**src/rtl/spi_atten_sequencer.sv**
```systemverilog
// spi_atten_sequencer: queues attenuator commands and feeds them one frame at a
// time to a downstream SPI serializer, watching the serializer CS for completion.
//
// state   | meaning
// --------+------------------------------------------------------------------
// IDLE    | waiting for a queued command while the serializer CS is low
// LOAD    | ser_data valid, ser_ld held high for LD_CYCLES cycles
// WAIT_HI | waiting for the serializer to raise CS (bounded by TIMEOUT_CYCLES)
// WAIT_LO | frame shifted, waiting for CS to fall to signal completion
// GAP     | one idle cycle so ser_ld stays low between frames
module spi_atten_sequencer #(
  parameter int         FIFO_DEPTH     = 4,
  parameter int         LD_CYCLES      = 2,
  parameter int         TIMEOUT_CYCLES = 4096,
  parameter logic [7:0] CMD_BYTE       = 8'h00
) (
  input  logic                          clk,
  input  logic                          rst,
  input  logic                          s_valid,
  output logic                          s_ready,
  input  logic [7:0]                    s_addr,
  input  logic [7:0]                    s_atten,
  output logic [31:0]                   ser_data,
  output logic                          ser_ld,
  input  logic                          ser_cs,
  output logic                          busy,
  output logic                          done_pulse,
  output logic                          timeout_err,
  output logic [$clog2(FIFO_DEPTH):0]   fifo_level,
  input  logic                          err_clr
);

  localparam int PTR_W = $clog2(FIFO_DEPTH);
  localparam int LVL_W = PTR_W + 1;
  localparam int TMR_W = $clog2(TIMEOUT_CYCLES + 1);

  typedef enum logic [2:0] {
    ST_IDLE    = 3'd0,
    ST_LOAD    = 3'd1,
    ST_WAIT_HI = 3'd2,
    ST_WAIT_LO = 3'd3,
    ST_GAP     = 3'd4
  } state_t;

  logic [15:0]      r_mem [FIFO_DEPTH];
  logic [PTR_W-1:0] r_wptr;
  logic [PTR_W-1:0] r_rptr;
  logic [LVL_W-1:0] r_count;
  logic             r_run;
  state_t           r_state;
  logic             r_ld;
  logic [31:0]      r_data;
  logic             r_done;
  logic             r_err;
  logic [7:0]       r_ld_cnt;
  logic [TMR_W-1:0] r_tmr;

  logic             w_ready;
  logic             w_push;
  logic             w_pop;
  logic [15:0]      w_head;

  // s_ready comes from registered state only; r_run keeps it low through reset
  assign w_ready = r_run && (r_count != LVL_W'(FIFO_DEPTH));
  assign w_push  = s_valid && w_ready;
  assign w_pop   = (r_state == ST_IDLE) && (r_count != '0) && !ser_cs;
  assign w_head  = r_mem[r_rptr];

  assign s_ready     = w_ready;
  assign ser_data    = r_data;
  assign ser_ld      = r_ld;
  assign done_pulse  = r_done;
  assign timeout_err = r_err;
  assign fifo_level  = r_count;
  assign busy        = (r_state != ST_IDLE) || (r_count != '0);

  // FIFO storage; contents are don't-care until written, so no reset
  always_ff @(posedge clk) begin
    if (w_push) r_mem[r_wptr] <= {s_addr, s_atten};
  end

  // FIFO pointers and occupancy; pointers wrap naturally at a power-of-two depth
  always_ff @(posedge clk or posedge rst) begin
    if (rst) begin
      r_wptr  <= '0;
      r_rptr  <= '0;
      r_count <= '0;
      r_run   <= 1'b0;
    end else begin
      r_run <= 1'b1;
      if (w_push) r_wptr <= r_wptr + 1'b1;
      if (w_pop)  r_rptr <= r_rptr + 1'b1;
      case ({w_push, w_pop})
        2'b10:   r_count <= r_count + 1'b1;
        2'b01:   r_count <= r_count - 1'b1;
        default: r_count <= r_count;
      endcase
    end
  end

  // frame sequencing FSM with registered strobes and sticky timeout flag
  always_ff @(posedge clk or posedge rst) begin
    if (rst) begin
      r_state  <= ST_IDLE;
      r_ld     <= 1'b0;
      r_data   <= '0;
      r_done   <= 1'b0;
      r_err    <= 1'b0;
      r_ld_cnt <= '0;
      r_tmr    <= '0;
    end else begin
      r_done <= 1'b0;
      if (err_clr) r_err <= 1'b0;
      case (r_state)
        ST_IDLE: begin
          if (w_pop) begin
            r_data   <= {8'h00, CMD_BYTE, w_head};
            r_ld     <= 1'b1;
            r_ld_cnt <= 8'(LD_CYCLES - 1);
            r_state  <= ST_LOAD;
          end
        end
        ST_LOAD: begin
          if (r_ld_cnt == '0) begin
            r_ld    <= 1'b0;
            r_tmr   <= TMR_W'(TIMEOUT_CYCLES - 1);
            r_state <= ST_WAIT_HI;
          end else begin
            r_ld_cnt <= r_ld_cnt - 1'b1;
          end
        end
        ST_WAIT_HI: begin
          if (ser_cs) begin
            r_state <= ST_WAIT_LO;
          end else if (r_tmr == '0) begin
            // a new timeout overrides a coincident clear
            r_err   <= 1'b1;
            r_state <= ST_GAP;
          end else begin
            r_tmr <= r_tmr - 1'b1;
          end
        end
        ST_WAIT_LO: begin
          if (!ser_cs) begin
            r_done  <= 1'b1;
            r_state <= ST_GAP;
          end
        end
        ST_GAP: begin
          r_state <= ST_IDLE;
        end
        default: begin
          r_ld    <= 1'b0;
          r_state <= ST_IDLE;
        end
      endcase
    end
  end

endmodule

```
**config.mk**
```make
export PLATFORM = sky130hd
export DESIGN_NAME = spi_atten_sequencer
export DESIGN_NICKNAME = d
export VERILOG_FILES = /design/src/rtl/spi_atten_sequencer.sv
export SDC_FILE = /design/constraint.sdc
export NUM_CORES = 1
export LEC_CHECK = 0
export ABC_CLOCK_PERIOD_IN_PS = 4600
export BUFFER_PORTS_ARGS = -buffer_cell sky130_fd_sc_hd__buf_2
export CORE_MARGIN = 1
export CORE_UTILIZATION = 62
export CTS_CLUSTER_SIZE = 12
export DETAILED_ROUTE_END_ITERATION = 6
export PLACE_DENSITY_LB_ADDON = 0.08
export SKIP_LAST_GASP = 1
export SYNTH_ARGS = -nofsm -noshare
export SYNTH_HDL_FRONTEND = slang
export SYNTH_SLANG_ARGS = --single-unit
```
**constraint.sdc**
```tcl
create_clock -name clk -period 4.6 [get_ports clk]
set_input_delay 0.46 -clock clk [delete_from_list [all_inputs] [get_ports clk]]
set_output_delay 0.46 -clock clk [all_outputs]
set_load 0.02 [all_outputs]
```
==> impl_metrics.toml <==
[synth]
synth_area_leaders = "edfxtp_1 (38%), dfrtp_1 (25%), mux4_2 (7.1%)"
synth_seq_cells = 115
yosys.area.top_type = "edfxtp_1"
syn_area_um2 = 5060
seq_area_frac_synth = 0.631
synth_warnings = 0
syn_area_per_cell_um2 = 13.7
synth_cells = 370
synth_cell_types = 56
yosysTopAreaCellShare = 0.379

[clock_tree]
numCtsBuffers = 17
cts_root_buf = "clkbuf_8"
post_cts_buffers = 0
cts_hold_buffers = 0
cts_sinks = 115
post_cts_resized = 0
clk_latency_ps = 520
clk_pin_slew_worst_paths_ps = 60
clockBufferDepth = 2
cts_tree = "yes"
cts-htree-levels = 4

[outcome]
run_status = "complete, no violations"

[detailed_routing]
first_iter_violations = 188
dr.pass1.iters = 4
ant_nets = 0
viasPerCell = 5.79
drcViolationCount = 0
route.detailed.wl_per_inst_um = 17.6
totalWireLength_mm = 9.42
vias = 3094

[sta]
relSlewSlack = 0.263
finalHoldViolations = 0
rsz0062_at_grt = "false"
setup_viol = 0
maxSlewViolCount = 0
min_period_over_period = 0.643
clock_skew_ps = 6.05
timing.fmax_mhz = 338
layout_min_cycle_time_ps = 2960
tightest_slew_ps = 1110
final.setup.tns_ps = 0

[floorplanning]
ios = 61
die_h_um = 92.4
core-area_um2 = 7810
dieArea_um2 = 8530
start_util = 0.649
die_x_um = 92.4
num_rows = 32

[placed_design]
dpl.hpwl_mm = 5.72
portBuffers = 44
gp_congestion = 0.774

[worst_setup_path]
reg2reg_depth = 10
arrival_ps = 3400
path_cells = "nor3_1, nand3_1, buf_4, inv_1, ha_1, inv_1, fa_1, xor2_1, nor2_1, xor2_1"
worstSetupPathType = "register to register"
worst_path_max_delay_cell = "inv_1"
r2r-end = "fifo_level[2]$_DFFE_PP0P_"
critPathLaunchType = "register"
r2r_setup_slack_ps = 1640
crit_path_max_fanout = 23
regToRegStartpoint = "r_state[2]$_DFFE_PP0P_"
cp-end-kind = "register"
cp_top_family = "buffers and inverters"
critical_path_buf_inv_count = 3
critPathRequiredTime_ps = 5040
slowest_delay_ps = 580
worstSetupStartpoint = "r_state[2]$_DFFE_PP0P_"

[finish]
area_delta_synth_final_pct = 15.8
fill_cells = 482
antennaDiodeCount = 0
post-route-util = 0.751
layout_common_cells = "edfxtp_1 (64), nand2_1 (60), dfrtp_1 (51)"
finalNetCount = 451
drive_gt1_frac = 0.241
mostFrequentLayoutCell = "edfxtp_1"

[pwr]
seqPwrFrac = 0.411
peakVddDrop_mv = 0.399
p_sw_frac = 0.329
p_leak_uw = 0.00240
pwr-share-comb = 0.252
total_power_uw = 3830
power_density_nw_per_um2 = 653
p_clk_frac = 0.336
cell_internal_pwr_uw = 2570
p_switching_uw = 1260

[global_routing]
grt_max_degree = 52
grt_usage = 0.246
grt_overflow_total = 0
grt_pass1_vias = 3192
grt_pass1_wl_mm = 15.3
grt_antenna_before_repair = 0

[hold_path]
hold_path_class = "primary input to register"
hp-start = "err_clr"
whs_endpoint = "timeout_err$_DFF_PP0_"
whs_path_depth = 2

[flow_run]
maxCapViolCount = 0
-- registers in the layout (all words and copies together), names as in the netlist, 2 cells and up --
signal      count
r_mem          64
r_wptr          2
r_ld_cnt        8
r_state         3
r_tmr          13
fifo_level      3
ser_data       16
r_rptr          2
-- power groups by stage --
stage	clock network, uW	logic [uW]	registers [uW]
after floorplan	0	743	1550
after CTS	1300	979	1580
final	1290	966	1580
after detailed placement	0	963	1590
after global placement	0	929	1580
after global routing	1340	1060	1610
-- cells by family (layout without fill, tap and decap cells) --
logic type,after synthesis,count (layout),synth area share
AND/OR/NAND/NOR,134,134,0.145
flip-flops,115,115,0.631
buffers and inverters,45,92,0.0499
AO/OA/AOI/OAI,34,34,0.0492
multiplexers,22,22,0.0833
adder cells (fa/ha/maj),10,10,0.0262
XOR/XNOR,8,8,0.0138
other,2,17,0.00148
-- final cells by class --
| cell class | instances | area, um2 | area share |
|---|---|---|---|
| flip-flops and latches | 115 | 3200 | 0.545 |
| multi-input cells | 225 | 1670 | 0.285 |
| clock buffers | 18 | 418 | 0.0713 |
| repair buffers | 45 | 228 | 0.0388 |
| clock inverters | 13 | 163 | 0.0277 |
| well taps | 102 | 128 | 0.0218 |
| inverters | 16 | 60.1 | 0.0102 |
-- worst register-to-register path: stages, from the launching register on --
cell	delay (ps)
dfrtp_1	510
nor3_1	300
nand3_1	110
buf_4	220
inv_1	580
ha_1	320
inv_1	60
fa_1	370
xor2_1	150
nor2_1	120
xor2_1	150
-- metrics by stage --
step,hold slack [ps],setup slack (ps),std cells,cell area (um2)
final,133,1640,534,5860
after global placement,475,1700,503,5280
after floorplan,466,2200,385,5120
after detailed placement,468,1660,503,5280
after CTS,108,1620,534,5860
after global routing,133,1370,534,5860
-- per-layer routing --
| metal | up-vias | global-route usage | wire length [um] |
|---|---|---|---|
| li1 | 1430 | - | - |
| met1 | 1557 | 0.291 | 3950 |
| met2 | 81 | 0.414 | 4820 |
| met3 | 26 | 0.0640 | 378 |
| met4 | 0 | 0.126 | 259 |
| met5 | - | 0 | 0 |
-- how the worst max path moves through the flow --
stage	endpoint	slack, ps	cells after the start
floorplan	fifo_level[2]$_DFFE_PP0P_	2200	11
global placement	fifo_level[2]$_DFFE_PP0P_	1700	10
detailed placement	fifo_level[2]$_DFFE_PP0P_	1660	10
CTS	fifo_level[2]$_DFFE_PP0P_	1620	10
finish	fifo_level[2]$_DFFE_PP0P_	1640	10
global route	fifo_level[2]$_DFFE_PP0P_	1370	10
-- cells in the mapped netlist (all sizes together) --
cell     instances
a211oi           1
a21o             2
a21oi            4
a22oi            1
a2bb2oi          1
a31oi            6
a41oi            1
and2             3
and3             8
and4             3
buf             21
clkbuf           8
conb             2
dfrtp           51
edfxtp          64
fa               1
ha               9
inv             16
mux2             1
mux2i            5
mux4            16
nand2           61
nand2b           3
nand3            6
nand3b           1
nand4            1
nor2            11
nor3            13
nor3b            3
nor4             5
nor4b            3
nor4bb           1
o211ai           2
o21ai            9
o221ai           1
o22ai            3
o311ai           1
o31ai            2
or3              4
or3b             1
or4              4
or4b             3
xnor2            5
xor2             3
Power figures use the tool's default switching activity.
